==> config.mk <==
export PLATFORM = sky130hd
export DESIGN_NAME = universal_shift_reg
export DESIGN_NICKNAME = d
export VERILOG_FILES = /design/src/rtl/universal_shift_reg.sv
export SDC_FILE = /design/constraint.sdc
export NUM_CORES = 1
export LEC_CHECK = 0
export ABC_AREA = 0
export BUFFER_PORTS_ARGS = -buffer_cell sky130_fd_sc_hd__buf_2
export CELL_PAD_IN_SITES_DETAIL_PLACEMENT = 1
export CELL_PAD_IN_SITES_GLOBAL_PLACEMENT = 2
export CORE_UTILIZATION = 31
export CTS_BUF_LIST = sky130_fd_sc_hd__clkbuf_8
export CTS_CLUSTER_DIAMETER = 200
export DETAILED_ROUTE_END_ITERATION = 10
export PLACE_DENSITY_LB_ADDON = 0.1
export SLEW_MARGIN = 20
export SYNTH_ARGS = -nofsm -noshare
export SYNTH_HDL_FRONTEND = slang
export SYNTH_SLANG_ARGS = --single-unit
==> constraint.sdc <==
create_clock -name clk -period 1.78 [get_ports clk]
set_input_delay 0 -clock clk [delete_from_list [all_inputs] [get_ports clk]]
set_output_delay 0 -clock clk [all_outputs]
set_load 0.02 [all_outputs]
==> src/rtl/universal_shift_reg.sv <==
// universal_shift_reg: WIDTH-bit universal shift register with a start/busy/done
// command front end. A multi-bit shift or rotate runs one bit per clock under a
// two-state FSM (IDLE, SHIFT).
// Optional feature macro: SHIFT_ROTATE_EN. When it is defined, modes 100/101
// rotate left/right. When it is undefined, those modes act as single-cycle hold.
module universal_shift_reg #(
  parameter int WIDTH = 8,
  parameter int AMT_W = 4
) (
  input  logic             clk,
  input  logic             rst,
  input  logic             start,
  input  logic [2:0]       mode,
  input  logic [AMT_W-1:0] amt,
  input  logic             sin_l,
  input  logic             sin_r,
  input  logic [WIDTH-1:0] pin,
  output logic [WIDTH-1:0] q,
  output logic             sout_l,
  output logic             sout_r,
  output logic             busy,
  output logic             done
);

  typedef enum logic [0:0] {
    IDLE  = 1'b0,
    SHIFT = 1'b1
  } state_t;

  localparam logic [2:0] M_HOLD  = 3'b000;
  localparam logic [2:0] M_LOAD  = 3'b001;
  localparam logic [2:0] M_SHL   = 3'b010;
  localparam logic [2:0] M_SHR   = 3'b011;
  localparam logic [2:0] M_ROTL  = 3'b100;
  localparam logic [2:0] M_ROTR  = 3'b101;
  localparam logic [2:0] M_ASHR  = 3'b110;
  localparam logic [2:0] M_CLEAR = 3'b111;

  localparam logic [AMT_W-1:0] AMT_ZERO = {AMT_W{1'b0}};
  localparam logic [AMT_W-1:0] AMT_ONE  = {{(AMT_W-1){1'b0}}, 1'b1};

  state_t           state;
  state_t           state_n;
  logic [2:0]       cap_mode;
  logic [2:0]       cap_mode_n;
  logic [AMT_W-1:0] remaining;
  logic [AMT_W-1:0] remaining_n;
  logic [WIDTH-1:0] q_n;
  logic             busy_n;
  logic             done_n;

  // Result of applying one operation (or one shift step) to the current value.
  function automatic logic [WIDTH-1:0] op_result(
    input logic [2:0]       op,
    input logic [WIDTH-1:0] cur,
    input logic             in_l,
    input logic             in_r,
    input logic [WIDTH-1:0] par
  );
    logic [WIDTH-1:0] res;
    res = cur;
    case (op)
      M_HOLD:  res = cur;
      M_LOAD:  res = par;
      M_SHL:   res = {cur[WIDTH-2:0], in_r};
      M_SHR:   res = {in_l, cur[WIDTH-1:1]};
`ifdef SHIFT_ROTATE_EN
      M_ROTL:  res = {cur[WIDTH-2:0], cur[WIDTH-1]};
      M_ROTR:  res = {cur[0], cur[WIDTH-1:1]};
`else
      M_ROTL:  res = cur;
      M_ROTR:  res = cur;
`endif
      M_ASHR:  res = {cur[WIDTH-1], cur[WIDTH-1:1]};
      M_CLEAR: res = {WIDTH{1'b0}};
      default: res = cur;
    endcase
    return res;
  endfunction

  // True for modes that take amt steps; rotates only count when rotate logic exists.
  function automatic logic is_multi(input logic [2:0] op);
    logic r;
    case (op)
      M_SHL, M_SHR, M_ASHR: r = 1'b1;
`ifdef SHIFT_ROTATE_EN
      M_ROTL, M_ROTR:       r = 1'b1;
`endif
      default:              r = 1'b0;
    endcase
    return r;
  endfunction

  // Next-state, next-data and handshake decode.
  always_comb begin
    state_n     = state;
    cap_mode_n  = cap_mode;
    remaining_n = remaining;
    q_n         = q;
    busy_n      = busy;
    done_n      = 1'b0;
    case (state)
      IDLE: begin
        busy_n = 1'b0;
        if (start) begin
          cap_mode_n = mode;
          if (is_multi(mode)) begin
            if (amt == AMT_ZERO) begin
              q_n         = q;
              remaining_n = AMT_ZERO;
              done_n      = 1'b1;
            end else begin
              q_n         = op_result(mode, q, sin_l, sin_r, pin);
              remaining_n = amt - AMT_ONE;
              if (amt == AMT_ONE) begin
                done_n = 1'b1;
              end else begin
                state_n = SHIFT;
                busy_n  = 1'b1;
              end
            end
          end else begin
            q_n         = op_result(mode, q, sin_l, sin_r, pin);
            remaining_n = AMT_ZERO;
            done_n      = 1'b1;
          end
        end else begin
          q_n = q;
        end
      end
      SHIFT: begin
        q_n         = op_result(cap_mode, q, sin_l, sin_r, pin);
        remaining_n = remaining - AMT_ONE;
        if (remaining == AMT_ONE) begin
          state_n = IDLE;
          busy_n  = 1'b0;
          done_n  = 1'b1;
        end else begin
          busy_n = 1'b1;
        end
      end
      default: begin
        state_n     = IDLE;
        remaining_n = AMT_ZERO;
        busy_n      = 1'b0;
      end
    endcase
  end

  // State, data and handshake registers with synchronous reset priority.
  always_ff @(posedge clk) begin
    if (rst) begin
      state     <= IDLE;
      cap_mode  <= M_HOLD;
      remaining <= AMT_ZERO;
      q         <= {WIDTH{1'b0}};
      busy      <= 1'b0;
      done      <= 1'b0;
    end else begin
      state     <= state_n;
      cap_mode  <= cap_mode_n;
      remaining <= remaining_n;
      q         <= q_n;
      busy      <= busy_n;
      done      <= done_n;
    end
  end

  assign sout_l = q[WIDTH-1];
  assign sout_r = q[0];

endmodule
==> impl_metrics.json, run 1 <==
{
  "final_layout_size_suffix_gt1_share_pct": 23.44,
  "leakagePower_nw": 0.6559,
  "post_drt_via_cell_ratio": 5.541,
  "wirelength_routed_um": 4367,
  "number_of_buffers_added_by_the_clock_tree_synthesis_step": 3,
  "final_util_pct": 38.70,
  "timing.setup.critical_path_class": "register to register",
  "cts_buffer_depth": 2,
  "ys_ff_latch": 17,
  "p_comb_share_pct": 33.8,
  "syn2layout_area_growth_pct": 15.83,
  "antennaDiodeCount": 0,
  "cp_data_arrival_time_ns": 1.83,
  "postCtsSetupRepairBufs": 0,
  "chipHeight_um": 68.60,
  "path_clk_slew_ns": 0.07,
  "cp_peak_stage_delay_ns": 0.44,
  "mappedNetlistArea_um2": 1375,
  "synth.lib_cells_used.distinct": 43,
  "power.sequential.fraction_pct": 40.6,
  "setup_violations": 0,
  "slew-limit-headroom_pct": 60.29,
  "power.clock.fraction_pct": 25.5,
  "synth_largest_area_cell": "sky130_fd_sc_hd__dfxtp_1",
  "floorplan.io_pins": 32,
  "detail-route-antenna-nets": 0,
  "grtUsageTotal_pct": 21.12,
  "drt_iter0_markers": 89,
  "switching_power_w": 0.0004418,
  "design_area_um2": 1593,
  "power_switching_share_pct": 37.69,
  "die-width_um": 68.60,
  "synth.area.top_cells": "sky130_fd_sc_hd__dfxtp_1 (25%), sky130_fd_sc_hd__mux2i_1 (8.0%), sky130_fd_sc_hd__nor2_1 (7.6%), sky130_fd_sc_hd__nor3_1 (4.4%), sky130_fd_sc_hd__o21ai_0 (4.4%)",
  "ys_top_cells_by_count": "sky130_fd_sc_hd__nor2_1 (28), sky130_fd_sc_hd__dfxtp_1 (17), sky130_fd_sc_hd__nor3_1 (12), sky130_fd_sc_hd__o21ai_0 (12)",
  "grt_pass1_wl_um": 7245,
  "worst_setup_path_end_kind": "register",
  "port_buffers": 31,
  "syn-instance-count": 184,
  "worst_ep_required_time_ns": 1.96,
  "placement_rows": 23,
  "worstMarginPinSlew_ns": 0.5944,
  "dp_hpwl_um": 3228,
  "number_of_antenna_violations_at_the_first_check_in_global_routing": 0,
  "dr.pass1.iters": 4,
  "yosysTopAreaCellShare_pct": 24.75,
  "timing.critical_path.slowest_stage_cell": "sky130_fd_sc_hd__dfxtp_1",
  "critical_path_peak_fanout": 11,
  "die_area_um2": 4706,
  "rsz0062_at_grt": "false",
  "power_density_nw_per_um2": 736.0,
  "total_power_w": 0.001172,
  "crit_chain": "nand2b_1 -> a32oi_2 -> nand2_2 -> or3_1 -> a21oi_1",
  "fmax_ghz": 0.6063,
  "via_count": 1435,
  "timing.clock.skew_ns": 0.002957,
  "slew_viol_final": 0,
  "grt.overflow.total": 0,
  "placement.cell_area_um2": 1546,
  "postSynthAreaPerCell_um2": 7.473,
  "final.period_utilization_pct": 92.66,
  "max_ir_drop_vdd_mv": 0.2441,
  "synth_warn": 0,
  "drt-wirelength-per-cell_um": 16.86,
  "synth_most_common_cell": "sky130_fd_sc_hd__nor2_1",
  "layout_min_cycle_time_ns": 1.649,
  "finalWeightedCongestion": 0.8240,
  "design.core.area_um2": 4115,
  "cts-htree-levels": 1,
  "share_of_synthesized_area_occupied_by_flip_flops_and_latches_pct": 24.75,
  "design.final.nets": 232,
  "clock_latency_on_the_worst_skew_pair_ns": 0.25,
  "ys_async_sr_fraction_pct": 0,
  "clk_root_buffer_cell": "sky130_fd_sc_hd__clkbuf_8",
  "power.internal_w": 0.0007305,
  "synth.net_count": 206,
  "cts.sinks": 17,
  "max-cap-violations": 0,
  "worst_setup_path_start_kind": "register",
  "first_global_vias": 1441,
  "final_hold_violation_count": 0,
  "number_of_synthesized_flops_with_an_enable_pin": 0,
  "ys_dominant_reg_cell": "sky130_fd_sc_hd__dfxtp_1",
  "cts_tree": "done",
  "holdWs_ns": 0.06966,
  "hold_class": "input pin to register",
  "maximum_number_of_pins_on_one_net_before_global_route_repair": 20,
  "drc": 0,
  "fin_tns_setup_ns": 0,
  "start_util_pct": 33.41,
  "status": "completed"
}
## worst max-delay path, delay by kind of cell (launching register included)
kind,cells,cell delay (ns)
AOI/OAI and AO/OA,2,0.33
DFF,1,0.44
and+or+nand+nor,3,0.81
## what timing repair did
item                       in CTS  in global routing
setup endpoints to repair       0                  1
hold buffers                    0                  0
gates resized for setup         0                  1
## final timing paths
kind	from	to	slack [ns]	cells after the start
max	cap_mode[2]$_SDFFE_PP0P_	q[7]$_SDFFE_PP0P_	0.13	5
min	amt[3]	remaining[3]$_SDFFE_PP0P_	0.07	3
max reg2reg	cap_mode[2]$_SDFFE_PP0P_	q[7]$_SDFFE_PP0P_	0.13	5
min reg2reg	remaining[2]$_SDFFE_PP0P_	remaining[2]$_SDFFE_PP0P_	0.52	2
## kinds of logic (layout without fill, tap and decap cells)
| kind of cell | after synthesis | in the layout | synth area share, % |
|---|---|---|---|
| AOI/OAI and AO/OA | 56 | 56 | 28.03 |
| xor gates and xnor gates | 3 | 3 | 2.457 |
| muxes | 11 | 11 | 8.008 |
| buffers and inverters | 24 | 49 | 9.100 |
| adders and majority gates | 2 | 2 | 1.820 |
| and+or+nand+nor | 71 | 71 | 25.84 |
| DFF | 17 | 17 | 24.75 |
## placed cells by master, fill, tap and decap left out, drive strengths merged, types with 6 or more instances in the layout
master | netlist | final
a211oi | 8 | 8
a21oi | 10 | 10
a22oi | 6 | 6
buf | 12 | 38
dfxtp | 17 | 17
inv | 7 | 8
mux2i | 11 | 11
nand2 | 13 | 13
nor2 | 28 | 28
nor3 | 12 | 12
o21ai | 12 | 12
## power groups by stage
stage | clock network [W] | logic, W | registers (W)
floorplan | 0 | 0.000264 | 0.000489
CTS | 0.000309 | 0.000398 | 0.000476
global route | 0.000329 | 0.000445 | 0.000485
detailed placement | 0 | 0.000396 | 0.000485
global placement | 0 | 0.000389 | 0.000481
finish | 0.000299 | 0.000396 | 0.000476
## final cells by class
type | count | area (µm²)
clock buffers | 3 | 41.29
multi-input cells | 143 | 909.6
repair buffers | 38 | 207.7
clock inverters | 1 | 3.754
fillers | 538 | 2522
inverters | 7 | 26.28
well taps | 50 | 62.56
flip-flops and latches | 17 | 341.6
## registers in the layout (all words and copies together) (netlist names)
name and count:
cap_mode 3, done 1, q 8, remaining 4, state 1
## through the flow
step | cells | worst slack, ns
2_1_floorplan | 184 | 0.2428
3_3_place_gp | 255 | 0.1857
3_5_place_dp | 255 | 0.1576
4_1_cts | 259 | 0.1367
5_1_grt | 259 | 0.006182
6_report | 259 | 0.1307
## metal layers
metal  global-route usage (%)  wire length [µm]  up-vias
met2                    33.21              1882       31
met4                    7.031               101        0
met5                        0                 0        -
met3                    2.467               135        8
li1                         -                 -      716
met1                    29.59              2247      680
Note: power is estimated with default switching activity, not from simulation.
==> inputs of run 2 (changes only) <==
Settings changed: CORE_UTILIZATION 31 to 33.
Clock period 1.78 ns to 2.1 ns, I/O delays scaled along.
==> run 2 against run 1 <==
Maximum frequency shrank 6.8%. Non-clock buffer count decreased by 4. Worst hold slack better by 0.028 ns. Combinational power fell by 19%. Clock skew fell by 0.00059 ns. Utilization rose by 0.33 points. Design area shrank 2.0%. Die area fell by 5.9%. Power shrank 17%. Routed wire length about the same. First-iteration DRC count shrank 46%. Flip-flop and latch count is the same. Highest routed layer unchanged.
==> impl_metrics.json, run 2 (same netlist as run 1, synthesis figures left out) <==
{
  "cts_buffer_depth": 2,
  "first_global_vias": 1364,
  "chipHeight_um": 66.55,
  "cts-htree-levels": 1,
  "cp_data_arrival_time_ns": 1.96,
  "largest_register": "q",
  "timing.critical_path.slowest_stage_cell": "sky130_fd_sc_hd__dfxtp_1",
  "cts_hold_buf": 0,
  "max-cap-violations": 0,
  "grt_pass1_wl_um": 6996,
  "worst_setup_path_end_kind": "register",
  "clk_root_buffer_cell": "sky130_fd_sc_hd__clkbuf_8",
  "die_area_um2": 4429,
  "detail-route-antenna-nets": 0,
  "timing.setup.critical_path_class": "register to register",
  "cp_peak_stage_delay_ns": 0.67,
  "worst_ep_required_time_ns": 2.29,
  "final_util_pct": 39.04,
  "drc": 0,
  "crit-reg2reg-launch": "state$_SDFF_PP0_",
  "clock_latency_on_the_worst_skew_pair_ns": 0.25,
  "cts.sinks": 17,
  "final_layout_size_suffix_gt1_share_pct": 21.46,
  "crit_chain": "nor2b_4 -> a32oi_2 -> nand2_2 -> or3_1 -> a21oi_1",
  "start_util_pct": 34.38,
  "max_ir_drop_vdd_mv": 0.2653,
  "die-width_um": 66.55,
  "final_cell_mix": "sky130_fd_sc_hd__buf_2 (31), sky130_fd_sc_hd__nor2_1 (28), sky130_fd_sc_hd__dfxtp_1 (17), sky130_fd_sc_hd__o21ai_0 (12), sky130_fd_sc_hd__nor3_1 (12)",
  "final_common_cell": "sky130_fd_sc_hd__buf_2",
  "dp_hpwl_um": 3218,
  "largest_reg_flops": 8,
  "path_clk_slew_ns": 0.07,
  "grtUsageTotal_pct": 21.09,
  "slew_viol_final": 0,
  "holdWs_ns": 0.09730,
  "syn2layout_area_growth_pct": 13.56,
  "critical_path_peak_fanout": 16,
  "floorplan.io_pins": 32,
  "placement_rows": 23,
  "dr.pass1.iters": 4,
  "drt-wirelength-per-cell_um": 17.14,
  "endpoint_of_the_most_critical_register_to_register_path": "q[7]$_SDFFE_PP0P_",
  "beginning_of_the_worst_hold_path": "amt[3]",
  "rsz0062_at_grt": "false",
  "worst_setup_path_start_kind": "register",
  "reg.largest.list": "q (8), remaining (4), cap_mode (3)",
  "power_density_nw_per_um2": 625.0,
  "cts_tree": "done",
  "final_hold_violation_count": 0,
  "postCtsSetupRepairBufs": 0,
  "drt_iter0_markers": 48,
  "design.core.area_um2": 4000,
  "via_count": 1417,
  "holdPathEnd": "remaining[3]$_SDFFE_PP0P_",
  "status": "completed",
  "fmax_ghz": 0.5648,
  "cts_resized": 0,
  "reg2reg_slack_ns": 0.33,
  "worstMarginPinSlew_ns": 0.5934,
  "layout_min_cycle_time_ns": 1.771,
  "r2r.worst_path.cells": 5,
  "finalWeightedCongestion": 0.7634,
  "hold_depth": 3,
  "post_drt_via_cell_ratio": 5.557,
  "design.final.nets": 228,
  "setup_violations": 0,
  "grt.overflow.total": 0,
  "maximum_number_of_pins_on_one_net_before_global_route_repair": 20,
  "hold_class": "input pin to register",
  "port_buffers": 31,
  "antennaDiodeCount": 0,
  "number_of_antenna_violations_at_the_first_check_in_global_routing": 0,
  "final.period_utilization_pct": 84.31,
  "number_of_buffers_added_by_the_clock_tree_synthesis_step": 3,
  "fin_tns_setup_ns": 0,
  "slew-limit-headroom_pct": 60.36,
  "leakagePower_nw": 0.6349,
  "wirelength_routed_um": 4371,
  "timing.clock.skew_ns": 0.002368
}
[run 2: worst max-delay path: cells and delay by family, from the launching register on]
kind | cells | cell delay, ns
and+or+nand+nor | 3 | 0.70
DFF | 1 | 0.67
AOI/OAI and AO/OA | 2 | 0.34
[run 2: layout make-up]
class                      count  area, µm²
fill                         519       2439
multi-input combinational    143      909.6
sequential                    17      340.3
timing repair buffer          34      177.7
tap                           50      62.56
clock buffer                   3      41.29
inverter                       7      26.28
clock inverter                 1      3.754
[run 2: through the flow]
step / setup WS, ns / area (µm²) / total power (W) / std cells
floorplan: 0.5628 / 1375 / 0.0006388 / 184
global placement: 0.4139 / 1516 / 0.0007262 / 251
detailed placement: 0.3172 / 1516 / 0.0007373 / 251
CTS: 0.3123 / 1562 / 0.0009875 / 255
global route: 0.1565 / 1562 / 0.001047 / 255
finish: 0.3295 / 1562 / 0.0009759 / 255
[run 2: how the worst max path moves through the flow]
stage | start | to | slack [ns]
after global placement | state$_SDFF_PP0_ | q[7]$_SDFFE_PP0P_ | 0.41
after global routing | state$_SDFF_PP0_ | q[7]$_SDFFE_PP0P_ | 0.16
after CTS | state$_SDFF_PP0_ | q[7]$_SDFFE_PP0P_ | 0.31
final | state$_SDFF_PP0_ | q[7]$_SDFFE_PP0P_ | 0.33
after floorplan | state$_SDFF_PP0_ | q[7]$_SDFFE_PP0P_ | 0.56
after detailed placement | state$_SDFF_PP0_ | q[7]$_SDFFE_PP0P_ | 0.32
[run 2: metal layers]
layer	global-route usage, %	wire length (µm)
met2	37.88	2254
met4	4.255	26
met1	25.77	1960
met3	3.938	130
met5	0	0
[run 2: report_power, final]
| group | leakage, nW | switching (W) | total (W) | internal [W] |
|---|---|---|---|---|
| clock network | 0.0269 | 0.000118 | 0.000248 | 0.000130 |
| registers | 0.140 | 0.0000553 | 0.000409 | 0.000354 |
| logic | 0.468 | 0.000190 | 0.000319 | 0.000129 |
| total | 0.635 | 0.000363 | 0.000976 | 0.000613 |
